<file path="config.mk">
export PLATFORM = sky130hd
export DESIGN_NAME = gtxe2_chnl_rx_align
export DESIGN_NICKNAME = d
export VERILOG_FILES = /design/src/rtl/gtxe2_rx_align_pkg.sv /design/src/rtl/gtxe2_chnl_rx_comma_det.sv /design/src/rtl/gtxe2_chnl_rx_align.sv
export SDC_FILE = /design/constraint.sdc
export NUM_CORES = 1
export LEC_CHECK = 0
export BUFFER_PORTS_ARGS = -buffer_cell sky130_fd_sc_hd__buf_2
export CORE_UTILIZATION = 38
export CTS_CLUSTER_SIZE = 28
export DETAILED_ROUTE_END_ITERATION = 8
export PLACE_DENSITY = 0.54
export SLEW_MARGIN = 10
export SYNTH_ARGS = -nofsm -noshare
export SYNTH_HDL_FRONTEND = slang
export SYNTH_SLANG_ARGS = --single-unit
</file>
<file path="constraint.sdc">
create_clock -name usrclk -period 10.95 [get_ports usrclk]
set_input_delay 0 -clock usrclk [delete_from_list [all_inputs] [get_ports usrclk]]
set_output_delay 0 -clock usrclk [all_outputs]
set_load 0.05 [all_outputs]
</file>
<file path="src/rtl/gtxe2_rx_align_pkg.sv">
// gtxe2_rx_align_pkg
// Shared definitions for the GTXE2 RX comma-alignment stage: the default
// K28.5 comma patterns, the alignment FSM state type, the offset width and
// small helpers that map a comma position onto an alignment offset.
//
// Optional feature macro: GTXE2_RX_ALIGN_COMMA_DOUBLE_EN
//   defined   - commas are aligned into the low symbol only (offset 0..19)
//   undefined - commas may sit in either symbol (offset 0..9)
package gtxe2_rx_align_pkg;

  localparam logic [9:0] PCOMMA_DEFAULT = 10'b0101111100;
  localparam logic [9:0] MCOMMA_DEFAULT = 10'b1010000011;

  localparam int OFF_W = 5;
  localparam int SYM_W = 10;
  localparam int NPOS  = 20;

  typedef enum logic {
    SEARCH = 1'b0,
    LOCKED = 1'b1
  } rx_align_state_t;

  // Map the bit position of a comma inside the history window to the shift
  // that puts it on a symbol boundary of the output word.
  function automatic logic [OFF_W-1:0] fold_offset(input logic [OFF_W-1:0] p);
`ifdef GTXE2_RX_ALIGN_COMMA_DOUBLE_EN
    return p;
`else
    return (p >= 5'd10) ? (p - 5'd10) : p;
`endif
  endfunction

  // True when the output word taken at offset o holds a comma on a symbol
  // boundary. Only the low symbol counts when double-symbol alignment is on.
  function automatic logic comma_at(input logic [NPOS-1:0] vec,
                                    input logic [OFF_W-1:0] o);
`ifdef GTXE2_RX_ALIGN_COMMA_DOUBLE_EN
    return vec[o];
`else
    return vec[o] | ((o < 5'd10) && vec[o + 5'd10]);
`endif
  endfunction

endpackage

</file>
<file path="src/rtl/gtxe2_chnl_rx_comma_det.sv">
// gtxe2_chnl_rx_comma_det
// Combinational comma search over the 40-bit history window. Every one of
// the 20 possible bit positions is checked against both comma patterns.
//
// Ports:
//   win            in  29  history bits [28:0] (all windows p = 0..19)
//   pcommaalignen  in  1   plus-comma may trigger realignment
//   mcommaalignen  in  1   minus-comma may trigger realignment
//   match_vec      out 20  enabled comma found at position p
//   comma_vec      out 20  comma of either polarity at p, enables ignored
//   first_idx      out 5   lowest position with an enabled match
//   first_valid    out 1   first_idx is meaningful
module gtxe2_chnl_rx_comma_det
  import gtxe2_rx_align_pkg::*;
#(
  parameter logic [9:0] pcomma = PCOMMA_DEFAULT,
  parameter logic [9:0] mcomma = MCOMMA_DEFAULT
) (
  input  logic [28:0]      win,
  input  logic             pcommaalignen,
  input  logic             mcommaalignen,
  output logic [NPOS-1:0]  match_vec,
  output logic [NPOS-1:0]  comma_vec,
  output logic [OFF_W-1:0] first_idx,
  output logic             first_valid
);

  always_comb begin
    match_vec = '0;
    comma_vec = '0;
    for (int p = 0; p < NPOS; p++) begin
      comma_vec[p] = (win[p +: SYM_W] == pcomma) || (win[p +: SYM_W] == mcomma);
      match_vec[p] = (pcommaalignen && (win[p +: SYM_W] == pcomma)) ||
                     (mcommaalignen && (win[p +: SYM_W] == mcomma));
    end
  end

  // Scanning from the top down lets the lowest matching position win.
  always_comb begin
    first_idx   = '0;
    first_valid = 1'b0;
    for (int p = NPOS - 1; p >= 0; p--) begin
      if (match_vec[p]) begin
        first_idx   = OFF_W'(p);
        first_valid = 1'b1;
      end
    end
  end

endmodule

</file>
<file path="src/rtl/gtxe2_chnl_rx_align.sv">
// gtxe2_chnl_rx_align
// Comma detection and byte alignment for the GTXE2 RX channel model. The
// raw deserializer words are kept in a two-word history; K28.5 commas are
// searched at every bit offset and the output word is barrel-shifted so
// commas land on a 10-bit symbol boundary. Latency indata->outdata is two
// usrclk cycles regardless of the offset in use.
//
// Ports:
//   usrclk         in  1   clock
//   reset          in  1   asynchronous, active-high reset
//   indata         in  20  raw deserialized word
//   commadeten     in  1   comma detection enable; low freezes alignment
//   pcommaalignen  in  1   allow realignment on the plus comma
//   mcommaalignen  in  1   allow realignment on the minus comma
//   outdata        out 20  aligned word
//   realign        out 1   pulse with the first word at a new offset
//   aligned        out 1   lock indicator (BYTEISALIGNED equivalent)
//   comma_det      out 1   outdata holds a comma on a symbol boundary
//
// Optional feature macro: GTXE2_RX_ALIGN_COMMA_DOUBLE_EN (low-symbol-only
// alignment, offsets 0..19).
module gtxe2_chnl_rx_align
  import gtxe2_rx_align_pkg::*;
#(
  parameter int         width      = 20,
  parameter logic [9:0] pcomma     = PCOMMA_DEFAULT,
  parameter logic [9:0] mcomma     = MCOMMA_DEFAULT,
  parameter int         loss_words = 255
) (
  input  logic             usrclk,
  input  logic             reset,
  input  logic [width-1:0] indata,
  input  logic             commadeten,
  input  logic             pcommaalignen,
  input  logic             mcommaalignen,
  output logic [width-1:0] outdata,
  output logic             realign,
  output logic             aligned,
  output logic             comma_det
);

  localparam logic [15:0] LOSS_LIMIT = 16'(loss_words);

  logic [2*width-1:0] hist;
  rx_align_state_t    state, state_nxt;
  logic [OFF_W-1:0]   off, off_nxt, first_idx, tgt;
  logic [15:0]        loss_cnt, loss_cnt_nxt, loss_cnt_inc;
  logic [NPOS-1:0]    match_vec, comma_vec;
  logic               first_valid, cur_comma;
  logic               aligned_nxt, realign_nxt;
  logic               match_vec_unused;

  gtxe2_chnl_rx_comma_det #(
    .pcomma (pcomma),
    .mcomma (mcomma)
  ) u_comma_det (
    .win           (hist[28:0]),
    .pcommaalignen (pcommaalignen),
    .mcommaalignen (mcommaalignen),
    .match_vec     (match_vec),
    .comma_vec     (comma_vec),
    .first_idx     (first_idx),
    .first_valid   (first_valid)
  );

  // The per-position enabled matches are already summarised by first_idx.
  assign match_vec_unused = ^match_vec;

  assign tgt          = fold_offset(first_idx);
  assign cur_comma    = comma_at(comma_vec, off);
  assign loss_cnt_inc = loss_cnt + 16'd1;

  // A new enabled comma always takes priority over loss counting, so a comma
  // arriving in the same cycle the counter expires keeps the block locked.
  always_comb begin
    state_nxt    = state;
    off_nxt      = off;
    loss_cnt_nxt = loss_cnt;
    aligned_nxt  = aligned;
    realign_nxt  = 1'b0;
    if (commadeten) begin
      if (first_valid && ((state == SEARCH) || (tgt != off))) begin
        off_nxt      = tgt;
        realign_nxt  = 1'b1;
        state_nxt    = LOCKED;
        loss_cnt_nxt = '0;
      end else if (state == LOCKED) begin
        if (cur_comma) begin
          loss_cnt_nxt = '0;
          aligned_nxt  = 1'b1;
        end else if (loss_cnt_inc == LOSS_LIMIT) begin
          state_nxt    = SEARCH;
          aligned_nxt  = 1'b0;
          loss_cnt_nxt = '0;
        end else begin
          loss_cnt_nxt = loss_cnt_inc;
        end
      end
    end
  end

  // The output word is cut from the history with the offset that takes
  // effect this cycle, so realign lines up with the first shifted word and
  // no cycle is dropped or repeated when the offset moves.
  always_ff @(posedge usrclk or posedge reset) begin
    if (reset) begin
      hist      <= '0;
      state     <= SEARCH;
      off       <= '0;
      loss_cnt  <= '0;
      aligned   <= 1'b0;
      realign   <= 1'b0;
      comma_det <= 1'b0;
      outdata   <= '0;
    end else begin
      hist      <= {indata, hist[2*width-1:width]};
      state     <= state_nxt;
      off       <= off_nxt;
      loss_cnt  <= loss_cnt_nxt;
      aligned   <= aligned_nxt;
      realign   <= realign_nxt;
      comma_det <= commadeten & comma_at(comma_vec, off_nxt);
      outdata   <= hist[{1'b0, off_nxt} +: width];
    end
  end

endmodule

</file>
==> reports/summary.txt, run 1 <==
Ys flop type - dfrtp_1
Maximum fanout along the worst path - 44
Max-Cap Viols - 0
Antenna violations before repair - 0
Synth warnings - 0
1st-iter DRT viols - 755
Sum of overflow across all layers after global routing - 0
Share of synthesized registers carrying an async set or reset - 100%
HPWL reported at the end of detailed placement - 16.7 mm
Wire length of the first global-routing pass - 37.0 mm
Detailed-route wire length - 23.4 mm
Proportion of synthesized chip area in sequential cells - 28.4%
Highest clock frequency the design can meet - 140 MHz
Detailed-route via count - 6938
FF+latch count, synth - 85
Total core area - 19000 um^2
GRT Total Usage - 23.7%
Aggregate negative setup slack - 0 ps
Cells after DPL - 1098
Most frequent cells in the layout - mux2i_1, dfrtp_1, nand2_1, nor2_1
Class of the most critical setup path - reg2reg
Kind of path behind the tightest hold check - in2reg
Post-DRT Antenna Nets - 0
Synthesis-to-finish area growth - 9.91%
Number of primary I/O pins - 48
Vert. Die Dim - 142 um
Number of failing setup endpoints in the final timing report - 0
Initial core utilization - 39.4%
Net total in the final layout - 902
Cells after synthesis - 855
Average wire per standard cell - 20.6 um
Most frequent standard cell in the layout excluding fill and tap cells - mux2i_1
Deepest clock path buffer count - 2
Number of port buffers - 47
Post-synth EDFFs - 0
Max Clock Skew - 22.0 ps
IR Drop Worst-Case VDD - 0.0814 mV
DRC violations left - 0
Clock transition at the registers of the reported paths - 80 ps
Unrepaired setup endpoints after global routing - false
Critical Path RT - 11150 ps
Cell at the root of the clock tree - clkbuf_16
# H-tree levels - 3
Total power of the final layout - 1060 uW
Pin slew with the least headroom to its limit - 1140 ps
Number of nets in the synthesized netlist - 887
FILL cells - 1937
Lkg Pwr - 0.00321 uW
Ratio of routed vias to standard cells - 6.11
Critical Path Sink Type - register
Minimum clock period - 7130 ps
CTS buffer count - 9
Non-Filler Instances - 1135
Netlist cell types - 85
CTS tree - done
Count of final hold-check violations - 0
# rows - 50
Pre-Repair DR Iteration Count - 7
Final-layout worst hold slack - 31.9 ps
Data arrival at the endpoint of the critical path - 7320 ps
Layout cells sized above 1 - 14.3%
Final Max Tran Viols - 0
Worst Setup Start Kind - register
Ratio of total power to cell area - 129 nW/um^2
DIE AREA - 20300 um^2
Diode insertion count for antenna repair - 0
Vias in the first global route - 6622
Maximum number of pins on one net before global-route repair - 71
Chip width - 142 um
Syn Area/Cell - 8.76 um^2
# clock sinks - 85
Run status - complete, no violations
Later-pin clock latency in the skew report - 360 ps
Post-synthesis instance area - 7490 um^2
Slew Limit Headroom - 23.2%
Routability cong. - 0.886
Final cycle utilization of the critical path - 65.1%
==> through the flow <==
step                      utilization, %  cell area [um^2]  setup slack [ps]
after detailed placement            40.5              7710              3960
after global routing                43.3              8230              3330
after CTS                           43.3              8230              3910
final                               43.3              8230              3820
after floorplan                        -              7490              5570
after global placement              40.5              7710              3870
==> synth_stat cells, drive strengths merged (4+ instances only) <==
library cell,instances,area [um^2]
dfrtp,85,2130
a211o,4,35.0
nand3,34,175
and2,12,75.1
nor4b,15,144
o211ai,6,45.0
buf,41,277
inv,24,90.1
nor3,9,45.0
a221oi,6,71.3
a32oi,7,61.3
and3,12,75.1
a31oi,5,31.3
a211oi,7,52.6
xor2,5,43.8
nor4,10,62.6
or2,8,50.1
nand2b,10,62.6
o22ai,22,138
o31ai,6,45.0
nor2b,12,75.1
xnor2,5,43.8
nand4b,12,105
a32o,6,61.3
nand4,21,131
a22oi,12,90.1
nand3b,4,30.0
and4b,10,108
mux2i,119,1190
clkbuf,28,105
nor2,58,220
o21ai,52,272
mux2,27,315
a22o,4,35.0
nand2,79,299
ha,7,87.6
a21oi,17,85.1
==> area by class of cell <==
cell class	instances	area (um^2)	share of cell area, %
Clock buffer	9	225	2.74
Sequential cell	85	2130	25.8
Multi-Input combinational cell	676	4890	59.4
Clock inverter	7	88.8	1.08
Timing Repair Buffer	73	483	5.87
Inverter	25	95.1	1.16
Tap cell	260	325	3.95
==> worst max-delay path, cell delays in order (launching register included) <==
cell and delay, ps:
dfrtp_1 820, nor4b_1 640, nand4_1 260, nand4_1 170
a2111o_1 140, o21ai_1 130, a211o_1 370, ha_1 250
and2_1 170, o21ai_0 400, o21ai_0 160, a211oi_1 210
and3_1 200, a221o_1 370, mux2_2 380, buf_4 300
inv_1 900, mux2i_1 190, mux2_2 300, mux2i_1 310
o221ai_1 230
==> final timing paths <==
check / start / to / slack, ps / depth (start not counted)
hold reg to reg: hist[34] / hist[14] / 430 / 0
setup reg to reg: hist[21] / outdata[3] / 3820 / 20
hold / removal: commadeten / state / 30 / 4
max in group asynchronous: reset / hist[22] / 9590 / 4
min in group asynchronous: reset / outdata[7] / 220 / 3
setup / recovery: hist[21] / outdata[3] / 3820 / 20
==> power breakdown <==
part | switching [uW] | total [uW] | leakage (uW) | internal (uW)
Clock | 159 | 323 | 0.000152 | 164
Combinational | 225 | 342 | 0.00203 | 117
Sequential | 46.6 | 393 | 0.00103 | 347
==> layer usage <==
metal	GRT usage [%]	wire length, um
met1	31.4	10500
met2	37.8	10900
met3	4.74	1270
met4	8.94	731
met5	0	0
==> logic make-up after synthesis <==
logic type / share of synthesized area (%)
buffers and inverters: 6.35
xor gates and xnor gates: 1.17
adders and majority gates: 1.17
AOI/OAI and AO/OA: 17.9
and+or+nand+nor: 23.9
DFF: 28.4
muxes: 21.1
==> flip-flops by register name, indices dropped and copies added, names as in the netlist <==
register   flops
outdata       20
aligned        1
state          1
comma_det      1
loss_cnt      16
hist          40
realign        1
off            5
==> repair_timing <==
item / CTS / global route
hold buffers: 21 / 0
setup buffers: 0 / 0
endpoints found under the hold margin: 50 / 0
resized for setup: 0 / 0
Power figures use the tool's default switching activity.
==> run 2: changes to the inputs <==
- ABC_AREA: unset -> 1
- clock period: 10.95 -> 7.05 ns (I/O delays scaled with it)
==> reports/summary.txt, run 2 <==
DRC violations left - 0 (unchanged)
Diode insertion count for antenna repair - 0 (unchanged)
Non-Filler Instances - 1479 (+30%)
Most frequent cell after synthesis - nand2_1
Slew Limit Headroom - 30.7% (+7.4 points)
FILL cells - 2020 (+4.3%)
# Post-CTS Setup Buffers - 0 (unchanged)
Ys flop type - dfrtp_1
Initial core utilization - 39.0% (-0.36 points)
Post-DRT Antenna Nets - 0 (unchanged)
Ratio of total power to cell area - 263 nW/um^2 (+100%)
Worst-case register-to-register setup slack - 1800 ps (-2020 ps)
Total power of the final layout - 2140 uW (+100%)
Net total in the final layout - 1246 (+38%)
Final Max Tran Viols - 0 (unchanged)
Register containing the most flip-flops in the final layout - hist
Layout cells sized above 1 - 9.93% (-4.4 points)
FF+latch count, synth - 85 (unchanged)
Pre-Repair DR Iteration Count - 5 (-2)
Routability cong. - 0.932 (+5.2%)
Chip width - 141 um (-0.94%)
Average wire per standard cell - 16.0 um (-22%)
Data arrival at the endpoint of the critical path - 5540 ps (-1780 ps)
Maximum number of pins on one net before global-route repair - 81 (+14%)
Most frequent cells in the layout - nand2_1, inv_1, nand3_1, nor2_1, dfrtp_1
Dominant cell type by area after synthesis - dfrtp_1
Aggregate negative setup slack - 0 ps (unchanged)
# H-tree levels - 3 (unchanged)
Dominant delay contributor by cell family on the critical path - simple AND/OR/NAND/NOR gates
Top Registers - hist x40, outdata x20, loss_cnt x16
Ratio of routed vias to standard cells - 5.16 (-16%)
Cell at the root of the clock tree - clkbuf_16
Class of the most critical setup path - reg2reg
Highest clock frequency the design can meet - 191 MHz (+36%)
Vias in the first global route - 7203 (+8.8%)
Detailed-route wire length - 23.6 mm (+1.0%)
Critical path's slowest cell - dfrtp_1
Worst path buffer plus inverter count - 4 (+2)
Maximum fanout along the worst path - 58 (+32%)
Synth warnings - 0 (unchanged)
Synthesis-to-finish area growth - 10.8%
CTS tree - done
Number of port buffers - 47 (unchanged)
Post-cts sizing count - 0 (unchanged)
Critical Path Sink Type - register
Worst path max stage delay - 500 ps (-400 ps)
Wire length of the first global-routing pass - 38.1 mm (+3.0%)
HPWL reported at the end of detailed placement - 17.9 mm (+7.2%)
Max-Cap Viols - 0 (unchanged)
Pin slew with the least headroom to its limit - 1040 ps (-104 ps)
# clock sinks - 85 (unchanged)
Kind of path behind the tightest hold check - in2async
CTS buffer count - 9 (unchanged)
Proportion of synthesized chip area in sequential cells - 29.0% (+0.55 points)
Max Clock Skew - 18.6 ps (-3.33 ps)
Lkg Pwr - 0.00402 uW (+25%)
Run status - complete, no violations
Sum of overflow across all layers after global routing - 0 (unchanged)
Post-synthesis instance area - 7350 um^2 (-1.9%)
Max FFs per register - 40 (unchanged)
1st-iter DRT viols - 695 (-7.9%)
End of the worst register-to-register path - outdata[4]
Final cell utilization of the core - 43.2% (-0.067 points)
Later-pin clock latency in the skew report - 360 ps (about the same)
Top cells by instance count after synthesis - nand2_1, inv_1, nand3_1, nor2_1, dfrtp_1
Number of failing setup endpoints in the final timing report - 0 (unchanged)
Worst Setup Start Kind - register
Unrepaired setup endpoints after global routing - false
Antenna violations before repair - 0 (unchanged)
Most prevalent standard cell on the critical path - nand2_1
Number of nets in the synthesized netlist - 1212 (+37%)
Area share of the largest cell type after synthesis - 29.0% (+0.55 points)
Share of synthesized registers carrying an async set or reset - 100% (unchanged)
Netlist cell types - 51 (-40%)
Clock transition at the registers of the reported paths - 80 ps (about the same)
Worst r2r src - hist[8]
Count of final hold-check violations - 0 (unchanged)
Vert. Die Dim - 141 um (-0.94%)
Critical Path RT - 7340 ps (-3810 ps)
DIE AREA - 19900 um^2 (-1.9%)
Minimum clock period - 5250 ps (-1880 ps)
Detailed-route via count - 7634 (+10%)
Post-synth EDFFs - 0 (unchanged)
Cells after synthesis - 1180 (+38%)
IR Drop Worst-Case VDD - 0.167 mV (+110%)
Deepest clock path buffer count - 2 (unchanged)
GRT Total Usage - 24.8% (+1.1 points)
Cells on worst reg2reg path - 28 (+40%)
Ranking of synthesized cells by area - dfrtp_1, nand2_1, nand3_1
Most frequent standard cell in the layout excluding fill and tap cells - nand2_1
Number of primary I/O pins - 48 (unchanged)
Syn Area/Cell - 6.23 um^2 (-29%)
Total core area - 18800 um^2 (-0.99%)
# rows - 50 (unchanged)
Cells after DPL - 1442 (+31%)
Final cycle utilization of the critical path - 74.4% (+9.3 points)
[run 2: how the worst max path moves through the flow]
stage                         from          to  slack [ps]  cells after the start
after global placement     hist[8]   comma_det        1900                     26
after CTS                  hist[8]   comma_det        1860                     26
after floorplan            hist[8]   comma_det        3010                     30
final                      hist[8]  outdata[4]        1800                     28
after global routing      hist[11]  outdata[1]        1300                     32
after detailed placement   hist[8]   comma_det        1890                     26
[run 2: per-stage QoR]
step / instance area [um^2] / hold slack, ps / setup slack, ps
final: 8140 / 49.5 / 1800
after CTS: 8140 / 24.6 / 1860
after global routing: 8140 / 51.5 / 1300
after global placement: 7630 / -128 / 1900
after floorplan: 7350 / 31.4 / 3010
after detailed placement: 7630 / -127 / 1890
[run 2: power breakdown]
| group | internal, uW | switching [uW] | leakage (uW) | total [uW] |
|---|---|---|---|---|
| Clock | 251 | 234 | 0.000144 | 485 |
| Sequential | 576 | 69.9 | 0.00104 | 646 |
| Combinational | 265 | 743 | 0.00283 | 1010 |
| Total | 1090 | 1050 | 0.00402 | 2140 |
[run 2: cells by family after synthesis]
| logic type | count (synthesis) | synth area share, % |
|---|---|---|
| muxes | 3 | 0.409 |
| adders and majority gates | 7 | 1.19 |
| AOI/OAI and AO/OA | 184 | 14.4 |
| xor gates and xnor gates | 13 | 1.74 |
| and+or+nand+nor | 678 | 40.8 |
| buffers and inverters | 210 | 12.5 |
| DFF | 85 | 29.0 |
[run 2: cell type report]
type                       count  area [um^2]  area share, %
multi-input combinational    885         4300           52.9
sequential                    85         2130           26.1
inverter                     160          602           7.40
timing repair buffer          73          483           5.93
tap                          260          325           4.00
clock buffer                   9          225           2.77
clock inverter                 7         72.6          0.892
[run 2: timing repair]
action | in CTS | in global routing
endpoints found under the hold margin | 25 | 0
endpoints found under the setup margin | 0 | 0
hold buffers | 21 | 0
[run 2: layer usage]
metal / share of wire (%) / track usage [%] / up-vias / wire [um]
li1: - / - / 3920 / -
met1: 46 / 32.5 / 3448 / 10900
met2: 46 / 40.9 / 218 / 10900
met3: 3.6 / 2.82 / 48 / 852
met4: 4.0 / 11.4 / 0 / 943
met5: 0 / 0 / - / 0
[run 2: tightest hold or removal path: cells and delay by family]
family	cells	cell delay (ps)
buffers and inverters	3	760
